--- src/rtl/ps2_key_event_ctrl.sv ---
// ps2_key_event_ctrl
//   Turns the PS/2 scan-byte stream into whole key events. The block decodes
//   the E0 (extended) and F0 (break) prefixes, drops controller status bytes,
//   and queues each event in a first-word-fall-through FIFO that the consumer
//   reads with a valid/ready handshake. It also keeps an up/down cursor that
//   the W (1D) and S (1B) keys move. Held-key repeats do not move the cursor.
// Ports
//   CLOCK_50   system clock, all logic on posedge
//   rst        asynchronous active-high reset
//   byte_en    1-cycle strobe, byte_data holds a new scan byte
//   byte_data  scan byte from the PS/2 receiver
//   evt_valid  FIFO head holds an event
//   evt_ready  consumer takes the head event this cycle
//   evt_code   head event scan code
//   evt_ext    head event was E0-prefixed
//   evt_break  head event is a key release
//   fifo_count entries queued
//   cursor     cursor counter
//   overflow   sticky, an event was dropped on a full FIFO
//   proto_err  1-cycle pulse on an illegal prefix order
module ps2_key_event_ctrl #(
  parameter int unsigned FIFO_DEPTH = 4,
  parameter int unsigned CNT_W      = 18,
  parameter int unsigned CNT_INIT   = 1
) (
  input  logic                          CLOCK_50,
  input  logic                          rst,
  input  logic                          byte_en,
  input  logic [7:0]                    byte_data,
  output logic                          evt_valid,
  input  logic                          evt_ready,
  output logic [7:0]                    evt_code,
  output logic                          evt_ext,
  output logic                          evt_break,
  output logic [$clog2(FIFO_DEPTH):0]   fifo_count,
  output logic [CNT_W-1:0]              cursor,
  output logic                          overflow,
  output logic                          proto_err
);

  localparam int unsigned AW = $clog2(FIFO_DEPTH);

  typedef enum logic [1:0] {StIdle, StExt, StBrk, StExtBrk} state_e;

  state_e state_q, state_d;
  logic   emit, emit_ext, emit_brk, perr;
  logic   is_status;

  assign is_status = byte_data inside {8'hAA, 8'hFA, 8'hEE, 8'hFE, 8'h00, 8'hFF};

  // Decode of the current byte against the prefix seen so far.
  always_comb begin
    state_d  = state_q;
    emit     = 1'b0;
    emit_ext = 1'b0;
    emit_brk = 1'b0;
    perr     = 1'b0;
    if (byte_en) begin
      unique case (state_q)
        StIdle: begin
          if (byte_data == 8'hE0)      state_d = StExt;
          else if (byte_data == 8'hF0) state_d = StBrk;
          else if (!is_status)         emit = 1'b1;
        end
        StExt: begin
          if (byte_data == 8'hF0) begin
            state_d = StExtBrk;
          end else if (byte_data == 8'hE0) begin
            state_d = StIdle;
            perr    = 1'b1;
          end else begin
            state_d  = StIdle;
            emit     = 1'b1;
            emit_ext = 1'b1;
          end
        end
        StBrk, StExtBrk: begin
          state_d = StIdle;
          if (byte_data == 8'hE0 || byte_data == 8'hF0) begin
            perr = 1'b1;
          end else begin
            emit     = 1'b1;
            emit_ext = (state_q == StExtBrk);
            emit_brk = 1'b1;
          end
        end
        default: state_d = StIdle;
      endcase
    end
  end

  always_ff @(posedge CLOCK_50 or posedge rst) begin
    if (rst) begin
      state_q   <= StIdle;
      proto_err <= 1'b0;
    end else begin
      state_q   <= state_d;
      proto_err <= perr;
    end
  end

  // Event FIFO: entry is {code, ext, brk}.
  logic [9:0]    mem_q [FIFO_DEPTH];
  logic [AW-1:0] wr_ptr_q, rd_ptr_q;
  logic [AW:0]   count_q;
  logic          full, pop, push;

  assign full = (count_q == (AW+1)'(FIFO_DEPTH));
  assign pop  = (count_q != '0) && evt_ready;
  // A pop frees the slot that a push into a full FIFO needs.
  assign push = emit && (!full || pop);

  always_ff @(posedge CLOCK_50 or posedge rst) begin
    if (rst) begin
      for (int i = 0; i < FIFO_DEPTH; i++) mem_q[i] <= '0;
      wr_ptr_q <= '0;
      rd_ptr_q <= '0;
      count_q  <= '0;
      overflow <= 1'b0;
    end else begin
      if (push) begin
        mem_q[wr_ptr_q] <= {byte_data, emit_ext, emit_brk};
        wr_ptr_q        <= wr_ptr_q + AW'(1);
      end
      if (pop) rd_ptr_q <= rd_ptr_q + AW'(1);
      if (push && !pop)      count_q <= count_q + (AW+1)'(1);
      else if (pop && !push) count_q <= count_q - (AW+1)'(1);
      if (emit && !push) overflow <= 1'b1;
    end
  end

  assign evt_valid  = (count_q != '0);
  assign evt_code   = mem_q[rd_ptr_q][9:2];
  assign evt_ext    = mem_q[rd_ptr_q][1];
  assign evt_break  = mem_q[rd_ptr_q][0];
  assign fifo_count = count_q;

  // Cursor with repeat filter. It follows the decoded events whether or not
  // the FIFO has room for them.
  logic held_up, held_dn;

  always_ff @(posedge CLOCK_50 or posedge rst) begin
    if (rst) begin
      cursor  <= CNT_W'(CNT_INIT);
      held_up <= 1'b0;
      held_dn <= 1'b0;
    end else if (emit && !emit_ext) begin
      if (byte_data == 8'h1D) begin
        if (emit_brk) begin
          held_up <= 1'b0;
        end else if (!held_up) begin
          cursor  <= cursor + CNT_W'(1);
          held_up <= 1'b1;
        end
      end else if (byte_data == 8'h1B) begin
        if (emit_brk) begin
          held_dn <= 1'b0;
        end else if (!held_dn) begin
          cursor  <= cursor - CNT_W'(1);
          held_dn <= 1'b1;
        end
      end
    end
  end

endmodule

--- config.mk ---
export PLATFORM = sky130hd
export DESIGN_NAME = ps2_key_event_ctrl
export DESIGN_NICKNAME = d
export VERILOG_FILES = /design/src/rtl/ps2_key_event_ctrl.sv
export SDC_FILE = /design/constraint.sdc
export NUM_CORES = 1
export LEC_CHECK = 0
export ABC_AREA = 1
export CAP_MARGIN = 20
export CORE_MARGIN = 5
export CORE_UTILIZATION = 36
export DETAILED_ROUTE_END_ITERATION = 8
export PLACE_DENSITY_LB_ADDON = 0.08
export SYNTH_ARGS = -nofsm -noshare
export SYNTH_HDL_FRONTEND = slang
export SYNTH_SLANG_ARGS = --single-unit
--- constraint.sdc ---
create_clock -name CLOCK_50 -period 4.6 [get_ports CLOCK_50]
set_input_delay 0.92 -clock CLOCK_50 [delete_from_list [all_inputs] [get_ports CLOCK_50]]
set_output_delay 0.92 -clock CLOCK_50 [all_outputs]
set_load 0.05 [all_outputs]
==> impl_metrics.csv <==
group,metric,value,unit
logic_synthesis,ys_async_sr_fraction,100,%
critical_path,rrSetupSlack,2.11,ns
logic_synthesis,synth_cell_types,36,
global_routing,antenna_found_initial,0,
routing,vias,3702,
clock_network,cts_max_path_buffers,2,
logic_synthesis,synth_fp_nets,597,
routing,ant_nets,0,
timing,period_share,79.4,%
cells_and_area,final_cell_area,5130,µm²
global_routing,grt_max_degree,43,
outcome,status,"finished, final reports clean",
critical_path,crit_path_end_kind,"flop",
timing,finalWorstSetupSlack,0.949,ns
logic_synthesis,syn_avg_cell_area,7.56,µm²
timing,finalHoldViolCount,0,
power,p_leak,2.57,nW
global_routing,grt_pass1_vias,3532,
critical_path,reg2reg_depth,10,
timing,max-slew-margin-rel,50.4,%
critical_path,required,4.83,ns
logic_synthesis,yosysSeqAreaShare,41.8,%
hold_path,hold_depth,2,
place,placed_area,4830,µm²
clock_network,cts_resized,0,
place,port_buffers,45,
cells_and_area,area_growth_syn_to_layout,20.7,%
floorplan,die_w,119,µm
floorplan,die_y,119,µm
routing,drc,0,
logic_synthesis,synth_most_common_cell,"nand2_1",
hold_path,min-delay-start,"mem_q[18]",
logic_synthesis,yosysTopAreaCell,"dfrtp_1",
critical_path,critPathKind,"in -> reg",
logic_synthesis,netlist_area,4250,µm²
clock_network,clockRootBuffer,"clkbuf_16",
critical_path,start_kind,"primary input",
routing,finalWirelength,10800,µm
place,pre_cts_slack,0.555,ns
timing,fin_crit,3.65,ns
timing,finClkSkew,0.00659,ns
hold_path,hold_class,"reg -> reg",
timing,slew_violations,0,
logic_synthesis,syn_inst,562,
floorplan,dieArea,14100,µm²
critical_path,cp_max_fo,20,
power,power.density,704,nW/µm²
critical_path,r2r-start,"state_q[1]",
logic_synthesis,yosys.area_share.simple,27.6,%
logic_synthesis,post_synth_xor_area_fraction,2.47,%
routing,drt-initial-drc-count,207,
routing,wl_per_cell,14.3,µm
logic_synthesis,synth-compound-area-share,13.8,%
place,place_congestion,0.824,
cells_and_area,layout-drive-gt1-share,6.19,%
power,finalPower,3.61,mW
clock_network,postCtsSetupRepairBufs,0,
logic_synthesis,synth-edff-count,0,
critical_path,cp_data_arrival_time,3.88,ns
routing,viasPerCell,4.89,
routing,drt_pre_antenna_iters,5,
critical_path,r2r_end,"fifo_count[1]",
logic_synthesis,synth.area.mux_share,0.265,%
logic_synthesis,ys_seq_elements,71,
floorplan,core_area,11500,µm²
timing,fin_setup_tns,0,ns
global_routing,overflow,0,
floorplan,start_util,36.9,%
logic_synthesis,yosys_warnings,0,
timing,setup_violations,0,
logic_synthesis,synthAdderAreaFrac,7.13,%
floorplan,rows,39,
clock_network,cts_buffers,9,
job,drv_cap,0,
clock_network,postCtsHoldBufs,0,
clock_network,clkLatencyLatePin,0.34,ns
clock_network,cts_num_sinks,71,
logic_synthesis,ys.flop_type,"dfrtp_1",
logic_synthesis,synth_top_area_share,41.2,%
timing,worst_slew_pin_slew,0.742,ns
hold_path,worstHoldEndpoint,"mem_q[18]",
logic_synthesis,netlist_top_cells_area,"dfrtp_1 (41%), nand2_1 (17%), o21ai_0 (7.5%), ha_1 (6.2%), inv_1 (4.4%)",
timing,max_freq,274,MHz
global_routing,grt_use_total,16.0,%
cells_and_area,final_nets,644,
clock_network,tritoncts,"built",
logic_synthesis,synth_common_cells,"nand2_1 (188), dfrtp_1 (70), o21ai_0 (64)",
global_routing,grt_pass1_wl,18100,µm
floorplan,num_io_pins,46,
place,dp_hpwl,7590,µm
clock_network,clkTransAtPathRegs,0.06,ns
cells_and_area,diodes,0,
timing,rsz0062_at_grt,"no",
logic_synthesis,synth_top_family_by_area,"simple AND/OR/NAND/NOR gates",
clock_network,htree_num_levels,3,
power,irDropWorstVdd,284,µV
## flip-flops by register name, summed over array words and instances, names as in the netlist
register and count:
overflow 1, rd_ptr_q 2, wr_ptr_q 2, held_up 1, cursor 18, held_dn 1, state_q 2, proto_err 1
fifo_count 3, mem_q 40
## report_power, final
part | switching (mW) | internal (mW)
registers | 0.157 | 0.840
clock network | 0.271 | 0.409
logic | 1.27 | 0.666
## cells in the final DEF (no fill, tap or decap), drive strengths merged, types with 3 or more instances in the layout
master         netlist  layout
a21oi               18      18
buf                 11       7
clkbuf               5      12
clkdlybuf4s50        0      45
dfrtp               70      70
ha                  21      21
inv                 51      51
nand2              189     189
nand3               22      22
nand4                8       8
nor2                52      52
nor3                 3       3
o21ai               78      78
o22ai               10      10
xnor2                8       8
xor2                 4       4
## metrics by stage
step                      utilization, %  hold slack (ns)  instances
final                               44.5            0.479        757
after global routing                44.5            0.497        757
after CTS                           44.5            0.483        757
after detailed placement            42.0            0.468        741
after global placement              42.0            0.463        741
after floorplan                        -            0.448        562
## worst max path at each step
stage	start	slack, ns	cells after the start	to
after floorplan	byte_data[1]	1.67	15	cursor[13]
after global placement	byte_data[1]	0.59	16	cursor[13]
after detailed placement	byte_data[1]	0.55	16	cursor[13]
after CTS	byte_data[1]	0.91	16	cursor[13]
after global routing	byte_data[1]	0.61	16	cursor[17]
final	byte_data[1]	0.95	14	cursor[16]
## layout make-up
cell class	count	area, µm²
Inverter	51	191
Timing Repair Buffer	52	503
Clock buffer	12	267
Sequential cell	71	1780
Clock inverter	4	28.8
Fill cell	1166	6390
Multi-Input combinational cell	424	2180
Tap cell	143	179
## metal layers
layer	GRT usage (%)	part of all wire [%]	vias to the layer above
met5	0	0	-
met2	26.2	47	75
li1	-	-	1933
met3	4.39	4.8	14
met4	4.34	1.1	0
met1	20.9	47	1680
## worst max-delay path, stage by stage
cell and delay [ns]:
clkdlybuf4s50_1 0.48, inv_1 0.19, nand2_1 0.07, nor2_1 0.19, nand2_1 0.50, ha_1 0.55, a21oi_1 0.30, o21ai_0 0.19
a21oi_1 0.21, nand2_1 0.07, nand2_1 0.06, nand2_1 0.04, nand2_1 0.05, nand2_1 0.04
## kinds of logic (layout without fill, tap and decap cells)
kind of cell,count (synthesis),in the layout
compound gates,111,111
xor+xnor,12,12
fa+ha+maj,23,23
buf+inv,67,119
flops,71,71
mux,1,1
simple gates,277,277
No activity file was read; power rests on OpenSTA's default activity.
